<file path="src/rtl/audio_mem_fetch.sv">
// Memory-side server for the audio mixer's sample fetch port: steers each request to
// VRAM or TILE memory, waits for grant plus read latency, and returns the word with an ack.
module audio_mem_fetch #(
   parameter int unsigned VRAM_W     = 16,
   parameter int unsigned TILE_W     = 12,
   parameter int unsigned TILE_WORDS = 5120,
   parameter int unsigned MEM_LAT    = 1,
   parameter int unsigned TIMEOUT    = 255
) (
   input  logic              clk,
   input  logic              reset_n_i,
   input  logic              audio_req_i,
   input  logic              audio_tile_i,
   input  logic [VRAM_W-1:0] audio_addr_i,
   output logic              audio_ack_o,
   output logic [15:0]       audio_word_o,
   output logic              vram_sel_o,
   output logic [VRAM_W-1:0] vram_addr_o,
   input  logic              vram_grant_i,
   input  logic [15:0]       vram_data_i,
   output logic              tile_sel_o,
   output logic [TILE_W-1:0] tile_addr_o,
   input  logic              tile_grant_i,
   input  logic [15:0]       tile_data_i,
   output logic              err_o,
   input  logic              err_clr_i
);

   typedef enum logic [2:0] {
      S_IDLE  = 3'd0,
      S_ISSUE = 3'd1,
      S_WAIT  = 3'd2,
      S_ACK   = 3'd3,
      S_COOL  = 3'd4
   } state_e;

   localparam logic [VRAM_W:0] TILE_LIM = (VRAM_W+1)'(TILE_WORDS);
   localparam logic [1:0]      LAT_LOAD = 2'(MEM_LAT);
   localparam logic [7:0]      TO_LAST  = 8'(TIMEOUT - 1);

   state_e              state_q;
   logic                tile_q;
   logic                drop_q;
   logic [1:0]          lat_q;
   logic [7:0]          to_q;
   logic                ack_q;
   logic [15:0]         word_q;
   logic                vsel_q;
   logic                tsel_q;
   logic [VRAM_W-1:0]   vaddr_q;
   logic [TILE_W-1:0]   taddr_q;
   logic                err_q;

   logic                grant;
   logic [15:0]         rdata;
   logic                oor;

   // Grant and data of the latched memory only; range check on the live request.
   always_comb begin
      grant = 1'b0;
      rdata = 16'h0000;
      if (tile_q) begin
         grant = tile_grant_i;
         rdata = tile_data_i;
      end else begin
         grant = vram_grant_i;
         rdata = vram_data_i;
      end
      oor = audio_tile_i && ({1'b0, audio_addr_i} >= TILE_LIM);
   end

   // Fetch FSM with registered outputs; a later err_q set overrides the clear.
   always_ff @(posedge clk or negedge reset_n_i) begin
      if (!reset_n_i) begin
         state_q <= S_IDLE;
         tile_q  <= 1'b0;
         drop_q  <= 1'b0;
         lat_q   <= 2'd0;
         to_q    <= 8'd0;
         ack_q   <= 1'b0;
         word_q  <= 16'h0000;
         vsel_q  <= 1'b0;
         tsel_q  <= 1'b0;
         vaddr_q <= '0;
         taddr_q <= '0;
         err_q   <= 1'b0;
      end else begin
         ack_q <= 1'b0;
         if (err_clr_i) begin
            err_q <= 1'b0;
         end
         case (state_q)
            S_IDLE: begin
               if (audio_req_i) begin
                  tile_q <= audio_tile_i;
                  to_q   <= 8'd0;
                  drop_q <= 1'b0;
                  if (oor) begin
                     word_q  <= 16'h0000;
                     ack_q   <= 1'b1;
                     err_q   <= 1'b1;
                     state_q <= S_ACK;
                  end else begin
                     vsel_q  <= ~audio_tile_i;
                     tsel_q  <= audio_tile_i;
                     vaddr_q <= audio_addr_i;
                     taddr_q <= audio_addr_i[TILE_W-1:0];
                     state_q <= S_ISSUE;
                  end
               end
            end
            S_ISSUE: begin
               // A grant commits the read even if the mixer drops its request now.
               if (grant) begin
                  vsel_q  <= 1'b0;
                  tsel_q  <= 1'b0;
                  lat_q   <= LAT_LOAD;
                  drop_q  <= ~audio_req_i;
                  state_q <= S_WAIT;
               end else if (!audio_req_i) begin
                  vsel_q  <= 1'b0;
                  tsel_q  <= 1'b0;
                  state_q <= S_IDLE;
               end else if (to_q == TO_LAST) begin
                  vsel_q  <= 1'b0;
                  tsel_q  <= 1'b0;
                  word_q  <= 16'h0000;
                  ack_q   <= 1'b1;
                  err_q   <= 1'b1;
                  state_q <= S_ACK;
               end else begin
                  to_q <= to_q + 8'd1;
               end
            end
            S_WAIT: begin
               if (lat_q == 2'd1) begin
                  word_q <= rdata;
                  if (drop_q || !audio_req_i) begin
                     state_q <= S_COOL;
                  end else begin
                     ack_q   <= 1'b1;
                     state_q <= S_ACK;
                  end
               end else begin
                  lat_q  <= lat_q - 2'd1;
                  drop_q <= drop_q | ~audio_req_i;
               end
            end
            S_ACK: begin
               state_q <= S_COOL;
            end
            S_COOL: begin
               state_q <= S_IDLE;
            end
            default: begin
               state_q <= S_IDLE;
            end
         endcase
      end
   end

   assign audio_ack_o  = ack_q;
   assign audio_word_o = word_q;
   assign vram_sel_o   = vsel_q;
   assign vram_addr_o  = vaddr_q;
   assign tile_sel_o   = tsel_q;
   assign tile_addr_o  = taddr_q;
   assign err_o        = err_q;

endmodule

</file>
<file path="config.mk">
export PLATFORM = sky130hd
export DESIGN_NAME = audio_mem_fetch
export DESIGN_NICKNAME = d
export VERILOG_FILES = /design/src/rtl/audio_mem_fetch.sv
export SDC_FILE = /design/constraint.sdc
export NUM_CORES = 1
export LEC_CHECK = 0
export ABC_CLOCK_PERIOD_IN_PS = 5300
export CAP_MARGIN = 25
export CORE_UTILIZATION = 32
export DETAILED_ROUTE_END_ITERATION = 12
export HOLD_SLACK_MARGIN = 0.15
export PLACE_DENSITY = 0.72
export SYNTH_ARGS = -nofsm -noshare
export SYNTH_HDL_FRONTEND = slang
export SYNTH_SLANG_ARGS = --single-unit
</file>
<file path="constraint.sdc">
create_clock -name clk -period 5.3 [get_ports clk]
set_input_delay 1.06 -clock clk [delete_from_list [all_inputs] [get_ports clk]]
set_output_delay 1.06 -clock clk [all_outputs]
set_load 0.02 [all_outputs]
</file>
[Word level (Yosys, flattened, before mapping)]
Index checks and enable logic that the tools add are counted.
W data, S select, Z words.
Storage, ports and cells
  register bits after elaboration: 63
  output and inout port bits: 48
  word-level logic and storage cells: 103
Cells by class
  $add $sub $neg: 2
  order comparisons: 1
  equal/unequal tests: 16
  muxes and demuxes: 53
  bitwise gates (word level): 4
  reduce and logical (&&, ||, !) cells: 15
Operators with widths (number)
  $mux W16: 7
  $pmux W16 S3: 1
  $mux W8: 4
  $mux W1: 24
  $ne A2 B2 Y1 const B: 10
  $mux W3: 6
  $ge A16 B13 Y1 const B: 1
  $pmux W8 S2: 1
  $pmux W3 S4: 1
  $reduce_and A3 Y1: 3
  $add A8 B1 Y8 const B: 1
  $eq A8 B8 Y1 const B: 1
  $reduce_and A4 Y1: 2
  $reduce_and A7 Y1: 1
  $eq A3 B2 Y1 const B: 2
  $mux W2: 3
  $pmux W1 S2: 3
  $pmux W1 S3: 2
  $reduce_and A5 Y1: 1
  $ne A4 B4 Y1 const B: 1
  $pmux W2 S2: 1
  $reduce_bool A2 Y1: 2
  $eq A3 B1 Y1 const B: 1
  $logic_not A3 Y1: 1
  9 further kinds: 11

[Longest topological paths before layout]
  depth after elaboration: 5
  gate-level depth with buffers: 8

[Least setup slack after synthesis]
OpenSTA, ideal clock, no wires.
  kind: input to register
  start point: input vram_grant_i
  end point: register word_q[10] (netlist: audio_word_o[10])
  setup time: 0.125 ns
  arrival time: 2.650 ns
  slack: 2.525 ns
  cell stages on the path: 5
  path through: mux2_4 or4_4 a221oi_4 buf_12 mux2_4
On the way
  word-level cells in the longest chain between the ends: 3
RTL lines
  from (decl): RTL line 19  | input logic vram_grant_i,
  $mux W1: RTL line 62  | if (tile_q) begin
  $ne A2 B2 Y1 (no line)
  $reduce_and A7 Y1 (no line)
  to (signal assigned): RTL line 137  | word_q <= rdata;
  to (decl): RTL line 47  | logic [15:0] word_q;
No other way between the ends.
A chain may end at the register's enable or synchronous reset.

[Final worst setup path]
  start point: input audio_req_i
  end point: register word_q[3] (netlist: audio_word_o[3])
On the way
  word-level cells in the longest chain between the ends: 2
  elaborated cells between the ends (all ways): 3
  classes of those cells: eq/ne (2); reduce/logical (1)
RTL lines
  from (decl): RTL line 12  | input logic audio_req_i,
  $ne A2 B2 Y1 (no line)
  $reduce_and A7 Y1 (no line) (*)
Every way passes the cells marked *; elsewhere a longest branch is shown, timed or not.

==> results.toml <==
[power_and_ir_drop]
peakVddDrop_mv = 0.253
p_total_w = 0.00215
power_density_nw_per_um2 = 551
p_leak_nw = 1.64

[die]
rows = 33
start_util_pct = 33.5
coreArea_sq_um = 8300
die_area_sq_um = 9070
die_w_um = 95.2
top_level_ports = 103
dieHeight_um = 95.2

[worst_hold_path]
min_path_type = "flop to flop"

[sta]
rsz0062_at_grt = "false"
fin_skew_ns = 0.00751
worst_pin_slew_ns = 1.03
tns_ns = 0
drv_slew = 0
finalHoldViolCount = 0
fmax_mhz = 281
slew_headroom_pct = 31.2
setup_violations = 0
period_share_pct = 67.1
fin_crit_ns = 3.56

[grt]
grt_pass1_vias = 2239
grt_max_degree = 52
gr-usage-all-layers_pct = 14.7
overflow = 0
antenna_found_initial = 0
grt_first_pass_wirelength_um = 10300

[yosys]
netlist.top_cell.by_area = "dfrtp_1"
netlist.area_leader.share_pct = 45.9
ys_types = 52
yosys-top-cells-area = "dfrtp_1, mux2_2, mux2i_1, mux2_4, buf_4"
synth-edff-count = 0
ys_async_sr_fraction_pct = 100
synthCells = 244
synth_flop_cell = "dfrtp_1"
syn_area_sq_um = 2780
ys_ff_latch = 51
postSynthAreaPerCell_sq_um = 11.4
synthesis.nets = 302
ys_warn_count = 0
ys_seq_area_share_pct = 45.9

[placed_design]
dp_cells = 432
gp_congestion = 0.890
dpl_cell_area_sq_um = 3800
portBuffers = 102
dp_hpwl_um = 4490

[flow_run]
cap_violations = 0

[cells_and_area]
fillers = 734
multi_input_area_sq_um = 1320
final_util_pct = 47.0
drive_gt1_share_pct = 16.4
final_cell_area_sq_um = 3900
regArea_sq_um = 1280
antenna_cells = 0
final_nets = 392
syn2layout_area_growth_pct = 40.1
stdcell_count = 440

[routing]
drt_wl_total_um = 6110
antenna_left = 0
wl_per_cell_um = 13.9
drt_iter0_drc = 180
firstDrtPassIters = 4
avgViaCountPerCell = 5.03
vias = 2211
drc_errors = 0

[worst_setup_path]
worstSetupPathType = "input pin to flop"
start_kind = "input pin"
cp-end-kind = "flop"
arrival_ns = 3.75
cp.required_ns = 5.50
critPathMaxFanout = 16

[clocking]
htree_levels = 2
clock_path_buffers = 2
root_buffer = "clkbuf_8"
clkSlewWorstSetupHoldPaths_ns = 0.09
post_cts_buffers = 0
cts_tree = "yes"
cts_buffers = 5
cts_sinks = 51
hold_buffers = 0
cts_resized = 0
insertion_delay_ns = 0.30

[outcome]
status = "finished clean"
-- metrics by stage --
step	worst slack (ns)	hold slack [ns]
floorplan	2.53	0.475
global placement	1.46	0.489
detailed placement	1.40	0.496
CTS	1.74	0.522
global route	1.62	0.536
finish	1.74	0.514
-- layout make-up --
type / count / share of cell area, %
clock buffers: 7 / 2.22
clock inverters: 1 / 0.225
inverters: 9 / 0.867
multi-input cells: 161 / 33.7
flip-flops and latches: 51 / 32.7
well taps: 105 / 3.37
repair buffers: 106 / 26.8
-- report_power, final --
part	internal, W	switching, W	leakage, nW	total, W
Clock	0.000107	0.000129	0.0484	0.000236
Sequential	0.000546	0.000134	0.657	0.000680
Combinational	0.000647	0.000584	0.933	0.00123
Total	0.00130	0.000847	1.64	0.00215
-- routing by layer --
layer / vias to the layer above / share of wire [%] / track usage (%)
met5: - / 0 / 0
met4: 0 / 1.6 / 3.91
met3: 7 / 8.3 / 4.55
met2: 93 / 50 / 26.1
met1: 1059 / 40 / 16.9
li1: 1052 / - / -
-- worst paths after layout --
| path | start | to | slack, ns | cells past startpoint |
|---|---|---|---|---|
| max in group asynchronous | reset_n_i | to_q[0]$_DFFE_PN0P_ | 4.02 | 2 |
| hold reg to reg | to_q[6]$_DFFE_PN0P_ | to_q[6]$_DFFE_PN0P_ | 0.51 | 1 |
| setup / recovery | audio_req_i | audio_word_o[3]$_DFFE_PN0P_ | 1.74 | 5 |
| hold / removal | to_q[6]$_DFFE_PN0P_ | to_q[6]$_DFFE_PN0P_ | 0.51 | 1 |
| setup reg to reg | tile_q$_DFFE_PN0P_ | audio_word_o[3]$_DFFE_PN0P_ | 2.45 | 5 |
| min in group asynchronous | reset_n_i | vram_addr_o[9]$_DFFE_PN0P_ | 0.84 | 2 |
-- synth_stat cells (all sizes together) (4+ instances only) --
master / number
inv: 9
mux2: 33
clkbuf: 7
a21oi: 7
mux2i: 20
or3: 4
nand3: 4
o21ai: 12
nand2: 8
dfrtp: 51
nor2: 19
buf: 16
-- critical path, cell delays in order --
cell             delay [ns]
clkdlybuf4s50_1        0.69
inv_1                  0.15
or4_4                  0.56
a221oi_4               0.87
mux2_2                 0.42
-- sequential cells by signal (all words and copies together), names as in the netlist, 2 cells and up --
| signal | cells |
|---|---|
| lat_q | 2 |
| state_q | 3 |
| vram_addr_o | 16 |
| to_q | 8 |
| audio_word_o | 16 |
-- cells by family (layout without fill, tap and decap cells) --
logic type	Yosys count	count (layout)	share of synthesized area, %
adders and majority gates	3	3	1.35
and+or+nand+nor	61	61	12.1
xor gates and xnor gates	1	1	0.315
DFF	51	51	45.9
buffers and inverters	32	123	6.84
AOI/OAI and AO/OA	43	43	11.4
muxes	53	53	22.0
-- cell usage in the layout (no fill, tap or decap), types with 2 or more instances in the layout --
cell	count
or3_1	4
mux2i_1	20
mux2_4	11
o22ai_1	2
nor2_1	19
o21ai_0	12
a21oi_1	7
nor3b_1	3
nand2_1	8
a21o_1	2
o32ai_1	2
o22a_1	2
clkbuf_8	6
and2_1	2
a22oi_1	2
o21a_1	3
or2_2	3
nand3b_1	2
ha_1	3
clkdlybuf4s50_1	101
nand2b_1	3
inv_1	9
dfrtp_1	51
nand3_1	4
mux2_2	22
nor3_1	3
buf_4	4
Power figures use the tool's default switching activity.
